$ cat src/rtl/compare_monitor.sv
// ---------------------------------------------------------------------------
// compare_monitor
//
// Watches the output of an external 4-bit magnitude comparator. Each strobed
// sample (A, B and the three comparator flags) is checked for consistency:
// exactly one flag must be high and it must agree with the unsigned
// relation between A and B. Consistent samples update outcome statistics and
// a run-length tracker; inconsistent ones raise a sticky error.
//
// Parameters
//   CNT_W       width of each outcome counter (saturating)
//   STREAK_LEN  run length that raises streak_alert (2..15)
//
// Ports
//   clk, rst_n            clock, asynchronous active-low reset
//   in_valid              sample strobe
//   A, B                  operands seen by the comparator
//   Equality, A_greater,
//   B_greater             comparator flags under test
//   clear                 synchronous clear of all statistics (beats in_valid)
//   eq_count, agt_count,
//   bgt_count             accepted-outcome counters
//   max_val               largest operand in any accepted sample
//   streak_alert          run length currently equals STREAK_LEN
//   err_flag              sticky: some sample was rejected
//   out_valid             one-cycle pulse per processed sample
// ---------------------------------------------------------------------------
module compare_monitor #(
   parameter int CNT_W      = 8,
   parameter int STREAK_LEN = 3
) (
   input  logic             clk,
   input  logic             rst_n,
   input  logic             in_valid,
   input  logic [3:0]       A,
   input  logic [3:0]       B,
   input  logic             Equality,
   input  logic             A_greater,
   input  logic             B_greater,
   input  logic             clear,
   output logic [CNT_W-1:0] eq_count,
   output logic [CNT_W-1:0] agt_count,
   output logic [CNT_W-1:0] bgt_count,
   output logic [3:0]       max_val,
   output logic             streak_alert,
   output logic             err_flag,
   output logic             out_valid
);

   typedef enum logic [1:0] {
      IDLE    = 2'd0,
      RUN_EQ  = 2'd1,
      RUN_AGT = 2'd2,
      RUN_BGT = 2'd3
   } state_t;

   localparam logic [3:0]       STREAK  = 4'(STREAK_LEN);
   localparam logic [CNT_W-1:0] CNT_MAX = '1;
   localparam logic [CNT_W-1:0] CNT_ONE = CNT_W'(1);

   state_t     state_reg;
   logic [3:0] run_len_reg;

   logic       one_hot;
   logic       accepted;
   state_t     outcome;
   logic [3:0] run_len_next;
   logic [3:0] max_next;

   // Sample qualification, run-length successor and running maximum.
   always_comb begin
      one_hot  = ({Equality, A_greater, B_greater} == 3'b100) ||
                 ({Equality, A_greater, B_greater} == 3'b010) ||
                 ({Equality, A_greater, B_greater} == 3'b001);
      accepted = one_hot &&
                 ((Equality  && (A == B)) ||
                  (A_greater && (A >  B)) ||
                  (B_greater && (A <  B)));

      // Only meaningful when the sample is accepted (never IDLE then).
      outcome = IDLE;
      if (Equality)
         outcome = RUN_EQ;
      else if (A_greater)
         outcome = RUN_AGT;
      else if (B_greater)
         outcome = RUN_BGT;

      // Same outcome extends the run (saturating), a new one restarts at 1.
      run_len_next = 4'd1;
      if (outcome == state_reg)
         run_len_next = (run_len_reg == STREAK) ? STREAK : run_len_reg + 4'd1;

      max_next = max_val;
      if (A > max_next)
         max_next = A;
      if (B > max_next)
         max_next = B;
   end

   // Run FSM, statistics and all outputs live in one registered block so
   // every output reflects the sample captured on the preceding edge.
   always_ff @(posedge clk or negedge rst_n) begin
      if (!rst_n) begin
         state_reg    <= IDLE;
         run_len_reg  <= 4'd0;
         eq_count     <= '0;
         agt_count    <= '0;
         bgt_count    <= '0;
         max_val      <= 4'd0;
         streak_alert <= 1'b0;
         err_flag     <= 1'b0;
         out_valid    <= 1'b0;
      end else if (clear) begin
         // Clear wins over a coincident sample, which is dropped silently.
         state_reg    <= IDLE;
         run_len_reg  <= 4'd0;
         eq_count     <= '0;
         agt_count    <= '0;
         bgt_count    <= '0;
         max_val      <= 4'd0;
         streak_alert <= 1'b0;
         err_flag     <= 1'b0;
         out_valid    <= 1'b0;
      end else if (in_valid) begin
         out_valid <= 1'b1;
         if (accepted) begin
            case (outcome)
               RUN_EQ:  if (eq_count  != CNT_MAX) eq_count  <= eq_count  + CNT_ONE;
               RUN_AGT: if (agt_count != CNT_MAX) agt_count <= agt_count + CNT_ONE;
               RUN_BGT: if (bgt_count != CNT_MAX) bgt_count <= bgt_count + CNT_ONE;
               default: ;
            endcase
            max_val      <= max_next;
            state_reg    <= outcome;
            run_len_reg  <= run_len_next;
            streak_alert <= (run_len_next == STREAK);
         end else begin
            // Inconsistent comparator output breaks any run.
            err_flag     <= 1'b1;
            state_reg    <= IDLE;
            run_len_reg  <= 4'd0;
            streak_alert <= 1'b0;
         end
      end else begin
         out_valid <= 1'b0;
      end
   end

endmodule

$ cat config.mk
export PLATFORM = sky130hd
export DESIGN_NAME = compare_monitor
export DESIGN_NICKNAME = d
export VERILOG_FILES = /design/src/rtl/compare_monitor.sv
export SDC_FILE = /design/constraint.sdc
export NUM_CORES = 1
export LEC_CHECK = 0
export CAP_MARGIN = 30
export CORE_MARGIN = 2
export CORE_UTILIZATION = 35
export CTS_CLUSTER_SIZE = 24
export DETAILED_ROUTE_END_ITERATION = 12
export PLACE_DENSITY = 0.64
export SETUP_SLACK_MARGIN = 0.2
export SLEW_MARGIN = 10
export SYNTH_ARGS = -nofsm -noshare
export SYNTH_HDL_FRONTEND = slang
export SYNTH_SLANG_ARGS = --single-unit
$ cat constraint.sdc
create_clock -name clk -period 4.6 [get_ports clk]
set_input_delay 1.38 -clock clk [delete_from_list [all_inputs] [get_ports clk]]
set_output_delay 1.38 -clock clk [all_outputs]
set_load 0.05 [all_outputs]
== Word level (Yosys, flattened, before mapping) ==
Index checks and enable logic that the tools add are counted.

* Register bits: 37
* Bits in latches: 0
* RAM bits: 0
* Bits in read-only memories: 0
* Output and inout bits: 31
* Logic and storage cells: 91
* Memories: 0

* Add/sub/neg operators: 4
* Multipliers: 0
* Div/mod/pow operators: 0
* $lt $le $gt $ge: 4
* Equal/unequal tests: 14
* Shift operators: 0
* Muxes and demuxes: 39
* Bitwise operators: 0
* Reduce and logical (&&, ||, !) cells: 21

{| class="wikitable"
|+ Operators by type and width
! kind !! count
|-
| 8-bit two-way mux || 15
|-
| 4-bit two-way mux || 10
|-
| 8-bit by 1-bit adder with 8-bit output (second input constant) || 3
|-
| 8-bit inequality test (second input constant) || 3
|-
| 2-bit nonzero test || 8
|-
| 4-bit > comparator || 3
|-
| 2-bit two-way mux || 6
|-
| 4-bit AND reduction || 3
|-
| 4-bit by 2-bit equality test with 1-bit output (second input constant) || 2
|-
| 1-bit two-way mux || 8
|-
| 4-bit by 1-bit adder with 4-bit output (second input constant) || 1
|-
| 2-bit equality test (second input constant) || 2
|-
| 4-bit equality test || 1
|-
| 1-bit logical AND || 4
|-
| 1-bit logical OR || 4
|-
| 4-bit less-than comparator || 1
|-
| 2-bit AND reduction || 2
|-
| 3-bit by 1-bit equality test with 1-bit output (second input constant) || 1
|-
| 3-bit by 2-bit equality test with 1-bit output (second input constant) || 1
|-
| 3-bit equality test (second input constant) || 1
|-
| 2-bit by 1-bit equality test with 1-bit output (second input constant) || 1
|-
| 2-bit equality test || 1
|-
| 2-bit inequality test (second input constant) || 1
|}

== Depth between registers and ports, before layout ==
Gate-level depths: netlist of run 1.

* Depth in word-level cells: 9
* Gate-level depth with buffers: 13
* Mapped depth without buffers: 13

== Worst setup path after synthesis of run 1 ==
Ideal clock, no wire load.

* Path type: input port to flip-flop
* Start point: input A[0]
* End point: register max_val[0]
* Setup time: 118 ps
* Arrival: 3688 ps
* Setup slack: 794 ps
* Cell stages on the path: 11
* Path buffers: 0
* Path through: inv_1 ha_1 nand4_1 o21ai_0 a21oi_1 mux2_2 ha_1 nand2_1 o21ai_1 mux2_2 a21o_1

* Cells in the longest elaborated chain, start to end: 7

{| class="wikitable"
|+ RTL lines
! what !! RTL line !! RTL
|-
| start, declared || 35 || <nowiki>input logic [3:0] A,</nowiki>
|-
| 4-bit > comparator (tied with other cells) || 95 || <nowiki>if (A > max_next)</nowiki>
|-
| 4-bit two-way mux (tied with other cells) || 95 ||
|-
| 4-bit > comparator or 1-bit logical OR (tied branches) || 97, 76 ||
|-
| 4-bit two-way mux or 1-bit logical OR (tied branches) || 97, 77 ||
|-
| 4-bit two-way mux or 1-bit logical AND (tied branches) || 127, 75 ||
|-
| 4-bit two-way mux or 2-bit nonzero test (tied branches) || -- ||
|-
| 4-bit two-way mux or 2-bit AND reduction (tied branches) || -- ||
|-
| end signal, assigned || 134 || <nowiki>max_val <= max_next;</nowiki>
|-
| end, declared || 44 || <nowiki>output logic [3:0] max_val,</nowiki>
|}

Parallel ways exist; a longest one is shown, timed or not. The select of a mux whose other input is x is not followed.
A chain may end at the register's enable or synchronous reset.

== Final worst setup path of run 1 ==
* Start point: input A[1]
* End point: register max_val[0]

Same word-level chain as after synthesis.

==> reports/metrics.csv, run 1 <==
metric;value;unit
status;complete, no violations;
worst vdd ir;0.0001466;V
CTS tree;done;
CP max FO;4;
fin nets;334;
share of synthesized registers carrying an async set or reset;1.000;
Pre-antenna DRT Iters;4;
Design Area, Final;3024;um2
Post-DRT Antenna Nets;0;
GPL Wtd Cong;0.8037;
DRT iter0 DRCs;59;
Tightest Hold Check Type;flip-flop to flip-flop;
Critical Path End Type;flip-flop;
antenna cells;0;
number of buffers created by CTS;5;
Crit Path Category;input port to flip-flop;
fraction of synthesized area in multiplexers;0.04316;
CP max-delay cell;clkdlybuf4s50_1;
Worst Skew;0.003568;ns
core area;6719;um2
clock sinks;37;
syn nets;287;
MaxCap Viol Count;0;
total setup buffers inserted after CTS;0;
vias;1992;
crit-path cells;clkdlybuf4s50_1 -> ha_1 -> nor2b_1 -> o21ai_0 -> a21oi_1 -> mux2i_1 -> ha_1 -> a21oi_1 -> o21ai_0 -> o21ai_1 -> mux2_2 -> a21o_1;
largest net degree at the start of global routing;38;
Clock Pin Slew Worst Setup and Hold Paths;0.08;ns
Via density;5.188;
Lkg Pwr;1.238;nW
Post-Synth Adder-Cell Area;0.08320;
IO buf count;45;
Post-DP HPWL;3.870;mm
count of final hold-check violations;0;
library cells used by synthesis;47;
Tightest Pin Transition;0.8225;ns
biggest regs;agt_count: 8 flops, bgt_count: 8 flops, eq_count: 8 flops;
Post-Synth XOR/XNOR Area;0.07280;
Primary FF master, synth;dfrtp_1;
Post-synth EDFFs;0;
initial antenna violation count;0;
# DRC;0;
RSZ-0062 raised after global routing;no;
H-tree depth;2;
CP startpoint kind;input port;
Crit path largest cell delay;0.46;ns
die extent in y;86.91;um
Wirelength per Cell;13.67;um
CTS Buffer Depth;2;
root buffer cell;clkbuf_8;
CTS resizes;0;
Synth area leaders;dfrtp_1 (38%), ha_1 (8.3%), nor2_1 (5.0%), xnor2_1 (4.7%), mux2i_1 (2.9%);
Clock Latency Late Sink;0.29;ns
Mean Syn Cell Area;9.399;um2
GRT Residual Overflow;0;
Die ar.;7553;um2
Post-Synthesis Cells;256;
# hold bufs at CTS;0;
area post-placement;2938;um2
synthesized area;2406;um2
Tot GR Track Use;0.1486;
CP Data Arrival Time;4.28;ns
slack of the critical path;0.4969;ns
Yosys top cell area share;0.3848;
first-pass GRT wire length;9.121;mm
flop2flop setup slack;1.64;ns
Simple-Gate Fraction of Synth Area;0.2288;
Final setup viols;0;
#FFs+latches synth;37;
setup tns final;0;ns
dpl ws;0.2134;ns
Yosys warnings;0;
WL final;5.250;mm
layout cell share with drive strength beyond 1;0.09868;
Final Cycle Share;0.8920;
final worst path period need;4.103;ns
# fillers;647;
Max-slew headroom;0.4517;
max frequency;243.7;MHz
width of the chip;86.91;um
power density over the cells;225.6;nW/um2
compound-gate portion of the synthesized area;0.1503;
initial core utilization;0.3581;
I/O pin total;46;
main combinational cell family by area after synthesis;simple AND/OR/NAND/NOR gates;
Row Count;30;
vias in the first global route;2000;
max-slew violation total from the final report;0;
Area Growth Syn to Fin;25.69;%
area leader, netlist;dfrtp_1;
WP data required;4.78;ns
register area share after synthesis;0.3848;
[synthesized netlist by cell type, drive strengths merged (2+ instances only)]
library cell	n
nand4	5
o211ai	2
nor2	32
a21o	2
a211oi	6
and3	7
nand3	15
mux2i	7
nand2b	8
nor3b	2
mux2	3
clkbuf	5
xor2	7
a31oi	5
nand2	17
a32oi	2
o2bb2ai	3
xnor2	13
ha	16
nor4b	2
o21ai	11
a21oi	14
dfrtp	37
nor4	3
nor2b	4
inv	14
buf	3
[report_power, final]
| part | switching, W | internal [W] |
|---|---|---|
| Sequential | 0.00000414 | 0.000329 |
| Combinational | 0.0000753 | 0.0000519 |
| Clock | 0.000117 | 0.000105 |
| Total | 0.000197 | 0.000485 |
[cell usage in the layout, fill, tap and decap left out, types with 3 or more instances in the layout]
cell type and n:
buf_4 3, and3_1 7, nand4_1 5, a21oi_1 13, a211oi_1 4, clkbuf_8 5
nor2_1 32, nor4_2 3, xnor2_1 13, a31oi_1 5, o21ai_1 3, nand2b_1 7
nand3_1 14, inv_1 14, o21ai_0 8, dfrtp_1 37, nor2b_1 4, nand2_1 17
ha_1 16, xor2_1 7, o2bb2ai_1 3, mux2i_1 7, clkdlybuf4s50_1 44
[logic make-up after synthesis]
kind of cell             count (synthesis)
flip-flops                              37
multiplexers                            10
XOR/XNOR                                20
buffers and inverters                   22
AO/OA/AOI/OAI                           50
adder cells (fa/ha/maj)                 16
AND/OR/NAND/NOR                        101
[stage by stage]
| stage | std cells | total power, W | hold slack (ns) | utilization |
|---|---|---|---|---|
| floorplan | 256 | 0.0004200 | 0.5277 | - |
| global placement | 376 | 0.0004658 | 0.5219 | 0.4372 |
| detailed placement | 376 | 0.0004678 | 0.5324 | 0.4372 |
| CTS | 384 | 0.0006932 | 0.5440 | 0.4501 |
| global route | 384 | 0.0007208 | 0.5739 | 0.4501 |
| finish | 384 | 0.0006821 | 0.5353 | 0.4501 |
[per-layer routing]
layer / share of wire / vias up / global-route usage
li1: - / 999 / -
met1: 0.51 / 954 / 0.2083
met2: 0.45 / 35 / 0.2332
met3: 0.038 / 4 / 0.03507
met4: 0.0069 / 0 / 0.03409
met5: 0 / - / 0
[critical path, delay by kind of cell]
| family | cells | cell delay [ns] |
|---|---|---|
| muxes | 2 | 0.66 |
| adders and majority gates | 2 | 0.60 |
| and+or+nand+nor | 1 | 0.13 |
| AOI/OAI and AO/OA | 6 | 1.05 |
| buffers and inverters | 1 | 0.46 |
[layout make-up]
cell class | count | area [um2] | share of cell area
clock buffer | 5 | 68.82 | 0.02276
clock inverter | 3 | 17.52 | 0.005792
multi-input combinational | 197 | 1391 | 0.4601
timing repair buffer | 48 | 467.9 | 0.1547
sequential | 37 | 925.9 | 0.3062
inverter | 14 | 52.55 | 0.01738
tap | 80 | 100.1 | 0.03310
[final timing paths]
check                             startpoint      endpoint  cells after the start
worst max-delay path                    A[1]    max_val[0]                     12
worst min-delay path            streak_alert  streak_alert                      2
worst max register to register    max_val[1]    max_val[0]                     12
worst min register to register  streak_alert  streak_alert                      2
max in group asynchronous              rst_n  agt_count[4]                      1
min in group asynchronous              rst_n  bgt_count[3]                      1
Note: power is estimated with default switching activity, not from simulation.
==> inputs of run 2 (changes only) <==
Settings changed: GPL_TIMING_DRIVEN set to 0.
Clock period 4.6 ns to 5.3 ns, I/O delays scaled along.
==> reports/metrics.csv, run 2 (synthesis results as in run 1) <==
metric;value;unit;change
status;complete, no violations;;unchanged
count of final hold-check violations;0;;unchanged
layout cell share with drive strength beyond 1;0.1003;;was 0.09868
RSZ-0062 raised after global routing;no;;unchanged
Design Area, Final;3063;um2;was 3024 um2
Final Cycle Share;0.8310;;
met3 GRT Util;0.03886;;was 0.03507
Crit path largest cell delay;0.47;ns;was 0.46 ns
Worst setup startpoint;A[1];;unchanged
Tot GR Track Use;0.1480;;was 0.1486
MaxCap Viol Count;0;;unchanged
most frequent cells in the layout;clkdlybuf4s50_1 (43), dfrtp_1 (37), nor2_1 (32);;was clkdlybuf4s50_1 (44), dfrtp_1 (37), nor2_1 (32)
Wirelength per Cell;14.01;um;was 13.67 um
min-delay src;streak_alert;;unchanged
GRT Residual Overflow;0;;unchanged
Post-DRT Antenna Nets;0;;unchanged
initial antenna violation count;0;;unchanged
clock sinks;37;;unchanged
Tightest Pin Transition;0.6959;ns;was 0.8225 ns
total setup buffers inserted after CTS;0;;unchanged
Row Count;30;;unchanged
Area Growth Syn to Fin;27.30;%;was 25.69%
biggest regs;agt_count: 8 flops, bgt_count: 8 flops, eq_count: 8 flops;;unchanged
core area;6719;um2;unchanged
initial core utilization;0.3581;;unchanged
CP Data Arrival Time;4.59;ns;was 4.28 ns
setup tns final;0;ns;unchanged
WP data required;5.49;ns;was 4.78 ns
die extent in y;86.91;um;unchanged
Post-DP HPWL;4.071;mm;was 3.870 mm
first-pass GRT wire length;8.976;mm;was 9.121 mm
grt met2 use;0.2387;;was 0.2332
CTS resizes;0;;unchanged
width of the chip;86.91;um;unchanged
Clock Latency Late Sink;0.29;ns;about the same
number of buffers created by CTS;5;;unchanged
GR met1 Demand/Resource;0.1982;;was 0.2083
Clock Pin Slew Worst Setup and Hold Paths;0.08;ns;about the same
area post-placement;2962;um2;was 2938 um2
worst vdd ir;0.0001182;V;was 0.0001466 V
max frequency;227.0;MHz;
Crit Path Category;input port to flip-flop;;unchanged
CTS Buffer Depth;2;;unchanged
DRT iter0 DRCs;85;;was 59
commonest non-fill, non-tap cell in the layout;clkdlybuf4s50_1;;unchanged
root buffer cell;clkbuf_8;;unchanged
final worst path period need;4.405;ns;
PnR Total Power;0.0006197;W;was 0.0006821 W
Worst Hold Slack;0.5357;ns;was 0.5353 ns
# DRC;0;;unchanged
Lkg Pwr;1.258;nW;was 1.238 nW
Tightest Hold Check Type;flip-flop to flip-flop;;unchanged
crit-path cells;clkdlybuf4s50_1 -> ha_1 -> nor2b_1 -> o21ai_0 -> a21oi_1 -> mux2_2 -> ha_1 -> nand2_1 -> o21ai_1 -> mux2_2 -> a21o_1;;was clkdlybuf4s50_1 -> ha_1 -> nor2b_1 -> o21ai_0 -> a21oi_1 -> mux2i_1 -> ha_1 -> a21oi_1 -> o21ai_0 -> o21ai_1 -> mux2_2 -> a21o_1
Final setup viols;0;;unchanged
CP startpoint kind;input port;;unchanged
reg2reg start;max_val[1];;unchanged
vias;2062;;was 1,992
H-tree depth;2;;unchanged
post-layout util;0.4559;;was 0.4501
max-slew violation total from the final report;0;;unchanged
Die ar.;7553;um2;unchanged
Max-slew headroom;0.5339;;was 0.4517
power density over the cells;202.3;nW/um2;was 225.6 nW/um2
WL final;5.449;mm;was 5.250 mm
largest net degree at the start of global routing;28;;was 38
CP max FO;4;;unchanged
CTS tree;done;;unchanged
Via density;5.301;;was 5.188
antenna cells;0;;unchanged
Pre-antenna DRT Iters;4;;unchanged
GPL Wtd Cong;0.8214;;was 0.8037
Worst Skew;0.003908;ns;was 0.003568 ns
fin nets;339;;was 334
IO buf count;44;;was 45
GRT busiest layer;met2;;unchanged
# hold bufs at CTS;0;;unchanged
I/O pin total;46;;unchanged
vias in the first global route;1986;;was 2,000
CP max-delay cell;clkdlybuf4s50_1;;unchanged
Critical Path End Type;flip-flop;;unchanged
## run 2: cell count changes in the layout (fill, tap and decap cells not counted), sizes merged
cell,delta
clkinv,-1
buf,+1
clkinvlp,-1
clkbuf,+7
clkdlybuf4s50,-1
## run 2: stage by stage
step           std cells  worst slack (ns)
2_1_floorplan        256             1.284
3_3_place_gp         380            0.5880
3_5_place_dp         381            0.5518
4_1_cts              389            0.8575
5_1_grt              389            0.6848
6_report             389            0.8955
## run 2: critical path: cells and delay by family
kind            cells  cell delay [ns]
simple gates        2             0.17
fa+ha+maj           2             0.59
compound gates      4             0.98
mux                 2             0.79
buf+inv             1             0.47
## run 2: area by class of cell
| class | instances | area (um2) |
|---|---|---|
| Buffer | 8 | 36.28 |
| Clock buffer | 7 | 96.34 |
| Clock inverter | 1 | 5.005 |
| Fill cell | 637 | 3656 |
| Inverter | 14 | 52.55 |
| Multi-Input combinational cell | 197 | 1391 |
| Sequential cell | 37 | 925.9 |
| Tap cell | 80 | 100.1 |
| Timing Repair Buffer | 45 | 455.4 |
## run 2: final timing paths
check / to / slack (ns) / depth (start not counted)
setup / recovery: max_val[0] / 0.90 / 11
hold / removal: streak_alert / 0.54 / 2
setup reg to reg: max_val[0] / 2.25 / 11
hold reg to reg: streak_alert / 0.54 / 2
max in group asynchronous: err_flag / 3.70 / 2
min in group asynchronous: bgt_count[3] / 1.17 / 1
## run 2: routing by layer
metal	up-vias	wire, um
met1	997	2611
met2	45	2515
met5	-	0
met3	5	274
li1	1015	-
met4	0	46
## run 2: where the power goes
group	internal [W]	total (W)	switching, W
clock	0.000118	0.000221	0.000103
combinational	0.0000443	0.000110	0.0000657
sequential	0.000285	0.000289	0.00000349
==> inputs of run 3 (changes only) <==
Clock period 5.3 ns to 4.45 ns, I/O delays scaled along.
==> reports/metrics.csv, run 3 (synthesis results as in run 1) <==
metric;value;unit;change
CP max FO;4;;unchanged
Internal Power;0.0005345;W;was 0.0004474 W
reg2reg path depth;11;;unchanged
H-tree depth;2;;unchanged
IO buf count;44;;unchanged
max frequency;247.3;MHz;
# hold bufs at CTS;0;;unchanged
register area;925.9;um2;unchanged
RSZ-0062 raised after global routing;no;;unchanged
Via density;5.287;;was 5.301
Final setup viols;0;;unchanged
antenna cells;0;;unchanged
combinational share of power;0.181;;was 0.178
slack of the critical path;0.4059;ns;was 0.8955 ns
Tot GR Track Use;0.1480;;unchanged
switching portion of total power;0.2777;;was 0.2780
Psw;0.0002055;W;was 0.0001723 W
Wirelength per Cell;13.98;um;was 14.01 um
status;complete, no violations;;unchanged
Crit Path Category;input port to flip-flop;;unchanged
number of buffers created by CTS;5;;unchanged
Area Growth Syn to Fin;27.77;%;was 27.30%
flop2flop setup slack;1.51;ns;was 2.25 ns
GRT Residual Overflow;0;;unchanged
Pre-antenna DRT Iters;4;;unchanged
Lkg Pwr;1.263;nW;was 1.258 nW
Worst setup startpoint;A[1];;unchanged
max-slew violation total from the final report;0;;unchanged
setup tns final;0;ns;unchanged
Post-DP HPWL;4.071;mm;unchanged
Worst Hold Slack;0.5357;ns;about the same
DRT iter0 DRCs;68;;was 85
hold path depth;2;;unchanged
root buffer cell;clkbuf_8;;unchanged
first-pass GRT wire length;8.976;mm;unchanged
power density over the cells;240.7;nW/um2;was 202.3 nW/um2
core area;6719;um2;unchanged
fin nets;340;;was 339
Die ar.;7553;um2;unchanged
WL final;5.453;mm;was 5.449 mm
initial core utilization;0.3581;;unchanged
vias in the first global route;1986;;unchanged
Critical Path End Type;flip-flop;;unchanged
width of the chip;86.91;um;unchanged
final worst path period need;4.044;ns;
Tightest Hold Check Type;flip-flop to flip-flop;;unchanged
vias;2062;;unchanged
CTS Buffer Depth;2;;unchanged
Post-DRT Antenna Nets;0;;unchanged
commonest non-fill, non-tap cell in the layout;clkdlybuf4s50_1;;unchanged
Row Count;30;;unchanged
layout cell share with drive strength beyond 1;0.1065;;was 0.1003
WP data required;4.64;ns;was 5.49 ns
largest net degree at the start of global routing;28;;unchanged
Worst Skew;0.005090;ns;was 0.003908 ns
biggest regs;agt_count: 8 flops, bgt_count: 8 flops, eq_count: 8 flops;;unchanged
MaxCap Viol Count;0;;unchanged
CTS tree;done;;unchanged
reg2reg start;max_val[1];;unchanged
count of final hold-check violations;0;;unchanged
Clock Pin Slew Worst Setup and Hold Paths;0.08;ns;about the same
# fillers;638;;was 637
I/O pin total;46;;unchanged
most frequent cells in the layout;clkdlybuf4s50_1 (43), dfrtp_1 (37), nor2_1 (32);;unchanged
# DRC;0;;unchanged
initial antenna violation count;0;;unchanged
Clock Latency Late Sink;0.29;ns;about the same
Critical R2R Capture;max_val[0];;unchanged
die extent in y;86.91;um;unchanged
worst setup path end;max_val[0];;unchanged
Clk pwr share;0.354;;was 0.356
CP Data Arrival Time;4.23;ns;was 4.59 ns
area of the multi-input gates;1395;um2;was 1391 um2
dpl ws;-0.04324;ns;was 0.5518 ns
clock sinks;37;;unchanged
Tightest Pin Transition;0.6617;ns;was 0.6959 ns
worst vdd ir;0.0001395;V;was 0.0001182 V
Final Cycle Share;0.9088;;
Sequential Power Share;0.465;;was 0.466
GPL Wtd Cong;0.8214;;unchanged
CP startpoint kind;input port;;unchanged
Max-slew headroom;0.5568;;was 0.5339
## run 3: changes by cell type in the layout (fill, tap and decap cells not counted)
cell and delta:
a21oi_1 -1, buf_4 +1, a21oi_2 +1
## run 3: critical path: stages
cell,delay (ns)
clkdlybuf4s50_1,0.47
ha_1,0.32
nor2b_1,0.12
o21ai_0,0.10
a21oi_2,0.27
mux2_2,0.38
ha_1,0.27
nand2_1,0.05
o21ai_1,0.36
mux2_2,0.39
a21o_1,0.17
## run 3: repair_timing
action,in CTS,in global routing
setup endpoints to repair,0,1
gates resized for setup,0,1
endpoints found under the hold margin,0,0
setup buffers,0,1
## run 3: layer usage
layer / vias to the layer above / track usage / share of wire
li1: 1013 / - / -
met1: 1002 / 0.1982 / 0.47
met2: 41 / 0.2387 / 0.47
met3: 6 / 0.03886 / 0.055
met4: 0 / 0.03693 / 0.0088
met5: - / 0 / 0
## run 3: layout make-up
type | instances | area share
buffer | 8 | 0.01180
clock buffer | 7 | 0.03134
clock inverter | 1 | 0.001628
inverter | 14 | 0.01709
multi-input combinational | 197 | 0.4538
sequential | 37 | 0.3012
tap | 80 | 0.03256
timing repair buffer | 46 | 0.1506
## run 3: worst min path at each step
| stage | start | end | slack, ns |
|---|---|---|---|
| 2_1_floorplan | run_len_reg[1] | run_len_reg[1] | 0.53 |
| 3_3_place_gp | streak_alert | streak_alert | 0.53 |
| 3_5_place_dp | streak_alert | streak_alert | 0.53 |
| 4_1_cts | streak_alert | streak_alert | 0.54 |
| 5_1_grt | streak_alert | streak_alert | 0.57 |
| 6_report | streak_alert | streak_alert | 0.54 |
## run 3: power by group through the flow
stage / clock network, W / logic [W] / registers, W
floorplan: 0 / 0.0000728 / 0.000361
global placement: 0 / 0.000129 / 0.000351
detailed placement: 0 / 0.000132 / 0.000351
CTS: 0.000271 / 0.000133 / 0.000344
global route: 0.000284 / 0.000148 / 0.000345
finish: 0.000262 / 0.000134 / 0.000344
## run 3: through the flow
stage / total power (W) / instances / instance area (um2) / util
after detailed placement: 0.0004829 / 381 / 2962 / 0.4408
after global routing: 0.0007767 / 390 / 3074 / 0.4575
after floorplan: 0.0004342 / 256 / 2406 / -
final: 0.0007400 / 390 / 3074 / 0.4575
after CTS: 0.0007477 / 389 / 3063 / 0.4559
after global placement: 0.0004791 / 380 / 2947 / 0.4385
